==> config.mk <==
export PLATFORM = sky130hd
export DESIGN_NAME = stream_demux_ctrl
export DESIGN_NICKNAME = d
export VERILOG_FILES = /design/src/rtl/stream_demux_pkg.sv /design/src/rtl/stream_demux_oreg.sv /design/src/rtl/stream_demux_ctrl.sv
export SDC_FILE = /design/constraint.sdc
export NUM_CORES = 1
export LEC_CHECK = 0
export ABC_AREA = 1
export BUFFER_PORTS_ARGS = -buffer_cell sky130_fd_sc_hd__buf_2
export CAP_MARGIN = 20
export CORE_AREA = 2 2 47 49
export DETAILED_ROUTE_END_ITERATION = 7
export DIE_AREA = 0 0 49 51
export PLACE_DENSITY = 0.69
export SYNTH_ARGS = -nofsm -noshare
export SYNTH_HDL_FRONTEND = slang
export SYNTH_HIERARCHICAL = 1
export SYNTH_SLANG_ARGS = --single-unit
==> constraint.sdc <==
create_clock -name clk -period 1.4 [get_ports clk]
set_input_delay 0.14 -clock clk [delete_from_list [all_inputs] [get_ports clk]]
set_output_delay 0.14 -clock clk [all_outputs]
set_load 0.005 [all_outputs]
==> src/rtl/stream_demux_pkg.sv <==
// Shared definitions for the stream demux controller: state encoding,
// statistics counter width and the select-width helper.
package stream_demux_pkg;

    localparam logic [1:0] ST_IDLE  = 2'd0;
    localparam logic [1:0] ST_ROUTE = 2'd1;
    localparam logic [1:0] ST_DROP  = 2'd2;

    localparam int STATS_W = 16;

    typedef enum logic [1:0] {
        S_IDLE  = ST_IDLE,
        S_ROUTE = ST_ROUTE,
        S_DROP  = ST_DROP
    } state_e;

    // Width of the destination select; never narrower than one bit.
    function automatic int sel_width(input int n_out);
        return (n_out <= 2) ? 1 : $clog2(n_out);
    endfunction

endpackage

==> src/rtl/stream_demux_oreg.sv <==
// One-entry output register of the stream demux. Holds a beat together
// with the channel it was routed to, so a later header cannot retarget a
// beat that is still waiting for its consumer.
module stream_demux_oreg #(
    parameter int N_OUT = 4,
    parameter int DW    = 8,
    parameter int SELW  = 2
) (
    input  logic             clk,
    input  logic             rst_n,
    input  logic             fill_i,
    input  logic [SELW-1:0]  fill_sel_i,
    input  logic [DW-1:0]    fill_data_i,
    input  logic [N_OUT-1:0] m_ready_i,
    output logic             full_o,
    output logic [SELW-1:0]  sel_o,
    output logic [N_OUT-1:0] m_valid_o,
    output logic [DW-1:0]    m_data_o
);

    logic            full_q, full_d;
    logic [SELW-1:0] sel_q, sel_d;
    logic [DW-1:0]   data_q, data_d;
    logic            drain;

    // Only the ready bit of the channel holding the beat can drain it.
    assign drain = full_q && m_ready_i[sel_q];

    // Fill and drain in the same cycle reloads the entry, keeping it full.
    always_comb begin
        full_d = fill_i || (full_q && !drain);
        sel_d  = fill_i ? fill_sel_i  : sel_q;
        data_d = fill_i ? fill_data_i : data_q;
    end

    // Entry state; reset clears any pending beat.
    always_ff @(posedge clk) begin
        if (!rst_n) begin
            full_q <= 1'b0;
            sel_q  <= '0;
            data_q <= '0;
        end else begin
            full_q <= full_d;
            sel_q  <= sel_d;
            data_q <= data_d;
        end
    end

    // Decode the held channel into a one-hot valid vector.
    always_comb begin
        m_valid_o = '0;
        for (int k = 0; k < N_OUT; k++) begin
            m_valid_o[k] = full_q && (sel_q == SELW'(k));
        end
    end

    assign full_o   = full_q;
    assign sel_o    = sel_q;
    assign m_data_o = data_q;

endmodule

==> src/rtl/stream_demux_ctrl.sv <==
// Packet-level controller for a 1:N valid/ready byte-stream demux.
// The first beat of a packet selects the destination channel; the route is
// held until the last beat. Out-of-range selects drop the whole packet and
// raise a one-cycle err_sel pulse.
// Optional statistics counters are enabled by defining
// STREAM_DEMUX_CTRL_STATS_EN.
module stream_demux_ctrl
    import stream_demux_pkg::*;
#(
    parameter int N_OUT = 4,
    parameter int DW    = 8,
    parameter int SELW  = sel_width(N_OUT)
) (
    input  logic             clk,
    input  logic             rst_n,
    input  logic             s_valid,
    output logic             s_ready,
    input  logic [DW-1:0]    s_data,
    input  logic [SELW-1:0]  s_sel,
    input  logic             s_last,
    output logic [N_OUT-1:0] m_valid,
    input  logic [N_OUT-1:0] m_ready,
    output logic [DW-1:0]    m_data,
    output logic             busy,
    output logic             err_sel
`ifdef STREAM_DEMUX_CTRL_STATS_EN
    ,
    output logic [N_OUT*STATS_W-1:0] stats_beats,
    output logic [STATS_W-1:0]       stats_drops
`endif
);

    localparam logic [SELW:0] N_OUT_W = (SELW+1)'(N_OUT);

    state_e          state_q;
    logic [SELW-1:0] lock_sel_q;
    logic            busy_q;
    logic            err_sel_q;

    logic            out_full;
    logic [SELW-1:0] out_sel;
    logic            sel_ok;
    logic            accept;
    logic            fill;
    logic [SELW-1:0] fill_sel;

    // Header selects beyond the last channel (including the unused codes of
    // a non-power-of-two N_OUT) send the packet down the drop path.
    assign sel_ok = {1'b0, s_sel} < N_OUT_W;

    // A dropped packet never touches the output register, so it is never
    // held back; otherwise acceptance follows the pending beat's channel.
    assign s_ready = (state_q == S_DROP) || !out_full || m_ready[out_sel];
    assign accept  = s_valid && s_ready;

    // Decide whether the accepted beat enters the output register and where.
    always_comb begin
        fill     = 1'b0;
        fill_sel = lock_sel_q;
        if (accept) begin
            if (state_q == S_IDLE) begin
                fill     = sel_ok;
                fill_sel = s_sel;
            end else if (state_q == S_ROUTE) begin
                fill     = 1'b1;
            end
        end
    end

    // Packet FSM with registered busy/err_sel outputs and the route latch.
    always_ff @(posedge clk) begin
        if (!rst_n) begin
            state_q    <= S_IDLE;
            lock_sel_q <= '0;
            busy_q     <= 1'b0;
            err_sel_q  <= 1'b0;
        end else begin
            err_sel_q <= 1'b0;
            if (accept) begin
                unique case (state_q)
                    S_IDLE: begin
                        if (sel_ok) begin
                            lock_sel_q <= s_sel;
                            state_q    <= s_last ? S_IDLE : S_ROUTE;
                        end else begin
                            err_sel_q  <= 1'b1;
                            state_q    <= s_last ? S_IDLE : S_DROP;
                        end
                        busy_q <= !s_last;
                    end
                    S_ROUTE, S_DROP: begin
                        if (s_last) begin
                            state_q <= S_IDLE;
                            busy_q  <= 1'b0;
                        end
                    end
                    default: begin
                        state_q <= S_IDLE;
                        busy_q  <= 1'b0;
                    end
                endcase
            end
        end
    end

    stream_demux_oreg #(
        .N_OUT (N_OUT),
        .DW    (DW),
        .SELW  (SELW)
    ) u_oreg (
        .clk         (clk),
        .rst_n       (rst_n),
        .fill_i      (fill),
        .fill_sel_i  (fill_sel),
        .fill_data_i (s_data),
        .m_ready_i   (m_ready),
        .full_o      (out_full),
        .sel_o       (out_sel),
        .m_valid_o   (m_valid),
        .m_data_o    (m_data)
    );

    assign busy    = busy_q;
    assign err_sel = err_sel_q;

`ifdef STREAM_DEMUX_CTRL_STATS_EN
    logic [STATS_W-1:0] beats_q [N_OUT];
    logic [STATS_W-1:0] drops_q;
    logic [N_OUT-1:0]   hs;

    assign hs = m_valid & m_ready;

    // Free-running wrap-around counters of delivered beats and dropped packets.
    always_ff @(posedge clk) begin
        if (!rst_n) begin
            for (int k = 0; k < N_OUT; k++) begin
                beats_q[k] <= '0;
            end
            drops_q <= '0;
        end else begin
            for (int k = 0; k < N_OUT; k++) begin
                if (hs[k]) begin
                    beats_q[k] <= beats_q[k] + STATS_W'(1);
                end
            end
            if (err_sel_q) begin
                drops_q <= drops_q + STATS_W'(1);
            end
        end
    end

    // Pack per-channel counters, channel k in bits [16k+15:16k].
    always_comb begin
        stats_beats = '0;
        for (int k = 0; k < N_OUT; k++) begin
            stats_beats[k*STATS_W +: STATS_W] = beats_q[k];
        end
    end

    assign stats_drops = drops_q;
`endif

endmodule

==> impl_metrics.toml <==
[run_status]
status = "complete, no violations"

[clock_tree]
cts_tree = "built"
cts-root-buf = "clkbuf_4"
clock_sinks = 14
cts_setup_buffers = 0
clkLatencyLatePin_ns = 0.28
clk_pin_slew_ns = 0.09
clk_path_buf_depth = 2
postCtsHoldBufs = 0
post_cts_resized = 0
htreeDepth = 1
cts_made_buffers = 3

[grt]
antenna_found_initial = 0
grtUsageMet1_pct = 13.8
grtUsageMet3_pct = 2.63
grt_pass1_wl_mm = 2.59
grt_start_max_net_pins = 14
use_met2_pct = 25.8
grt_pass1_vias = 674
track_usage_pct = 13.6
grt-busiest-layer = "met2"
grt_overflow_total = 0

[floorplanning]
die_w_um = 49
row_count = 17
ios = 33
dieArea_um2 = 2500
start_util_pct = 32.7
core_um2 = 2060
chipHeight_um = 51

[route]
detail-route-antenna-nets = 0
num_vias = 721
wl_per_cell_um = 9.89
finalWirelength_mm = 1.60
vias_per_cell = 4.45
first_pass_iters = 3
dr.first_iter.drc_count = 10
post-route-drc-count = 0

[power]
ir_drop_mv = 0.512
power.leakage_nw = 0.496
power_density_nw_per_um2 = 1060

[synthesis]
synth_warnings = 6
yosys.area.top_type_share_pct = 41.5
ys_top_cells_by_area = "dfxtp_1 41%, nand2_1 12%, nor2_1 10%"
synth_top_area_cell = "dfxtp_1"
ys_seq_elements = 14
syn_inst = 98
netlist_area_um2 = 676
seq_area_frac_synth_pct = 41.5
syn-num-nets = 116
yosysUniqueCellTypes = 17
avgSynthCellArea_um2 = 6.89

[setup_path]
r2r_cells = 10
r2r_start = "u_oreg/sel_o[0]"
endpoint_kind = "output pin"
cpPeakStageDelay_ns = 0.36
r2r-end = "u_oreg/m_data_o[6]"
crit_chain = "buf_4 > inv_1 > nor3_1 > buf_2"
arrival_ns = 1.18
worstSetupStartpointType = "flop"
crit_required_ns = 1.26
r2r_slack_ns = 0.10
cpMaxStageDelayCell = "dfxtp_1"
path_class = "flop to output pin"
crit_fanout = 4

[cells_and_area]
layout-drive-gt1-share_pct = 38.1
nets = 153
final_common_cell = "buf_2"
final_cells = 162
antenna_cells = 0
area_growth_pct = 35.2
final_cell_mix = "31 x buf_2, 21 x nand2_1, 18 x nor2_1"

[worst_hold_path]
whs_path_depth = 3
holdPathEnd = "u_oreg/m_data_o[5]"
holdCritPathClass = "input pin to flop"
min_from = "s_data[5]"

[sta]
finClkSkew_ns = 0.00286
min_period_ns = 1.32
hold_viol_final = 0
grt_setup_unrepaired = "no"
drv_slew = 0
fmax_mhz = 758
setup_viol = 0
setup_slack_ns = 0.0807
finalCritPeriodShare_pct = 94.2
fin_tns_setup_ns = 0

[place]
port_buffers = 31
detailed_place_hpwl_mm = 1.30
gp_congestion = 0.687
place_inst = 158
dp_slack_ns = 0.0865

[job]
maxCapViolations = 0
==> critical path, delay by kind of cell (launching register included) <==
family	cells	cell delay, ns
flops	1	0.36
buf+inv	3	0.35
simple gates	1	0.20
==> registers in the layout (all words and copies together), names as in the netlist <==
signal           count
u_oreg/m_data_o      8
busy                 1
u_oreg/sel_o         2
lock_sel_q           2
u_oreg/full_o        1
==> layout make-up <==
| class | instances | area, um2 |
|---|---|---|
| clock buffers | 4 | 36.3 |
| fillers | 227 | 1150 |
| inverters | 11 | 43.8 |
| multi-input cells | 70 | 332 |
| flip-flops and latches | 14 | 282 |
| well taps | 28 | 35.0 |
| repair buffers | 35 | 185 |
==> worst max path at each step <==
stage / start / to / slack [ns] / depth (start not counted)
floorplan: u_oreg/sel_o[0] / u_oreg/m_data_o[0] / 0.05 / 10
global placement: u_oreg/sel_o[0] / u_oreg/m_data_o[4] / 0.12 / 10
detailed placement: u_oreg/sel_o[0] / u_oreg/sel_o[1] / 0.09 / 10
CTS: u_oreg/sel_o[1] / m_valid[3] / 0.06 / 4
global route: u_oreg/sel_o[0] / u_oreg/m_data_o[6] / 0.002 / 10
finish: u_oreg/sel_o[1] / m_valid[3] / 0.08 / 4
==> stage by stage <==
stage	hold slack, ns	cell area [um2]	power (mW)	util [%]
CTS	0.0747	910	0.972	44.1
global placement	0.366	873	0.674	42.3
floorplan	0.260	676	0.591	-
finish	0.0822	913	0.966	44.3
global route	0.0825	913	1.03	44.3
detailed placement	0.371	873	0.681	42.3
==> cells in the mapped netlist <==
cell and number:
a21oi_1 4, a21oi_2 1, buf_1 1, buf_4 1, buf_6 1, conb_1 1
dfxtp_1 14, inv_1 9, inv_2 2, nand2_1 21, nand2_2 4, nand2_4 2
nand3_1 3, nand3_2 2, nor2_1 18, nor3_1 4, o21ai_0 10
==> routing by layer <==
metal / wire (um) / part of all wire (%) / up-vias
met5: 0 / 0 / -
met4: 0 / 0 / 0
met3: 105 / 6.6 / 0
met2: 818 / 51 / 23
met1: 679 / 42 / 323
li1: - / - / 375
==> cells by family (layout without fill, tap and decap cells) <==
| logic type | Yosys count | in the layout | synth area share, % |
|---|---|---|---|
| DFF | 14 | 14 | 41.5 |
| and+or+nand+nor | 54 | 54 | 36.9 |
| AOI/OAI and AO/OA | 15 | 15 | 11.7 |
| buffers and inverters | 14 | 50 | 9.44 |
| other | 1 | 1 | 0.555 |
==> report_power, final <==
group,switching (mW),internal (mW)
logic,0.121,0.0964
clock network,0.133,0.158
registers,0.0233,0.435
(Power assumes the default switching activity.)
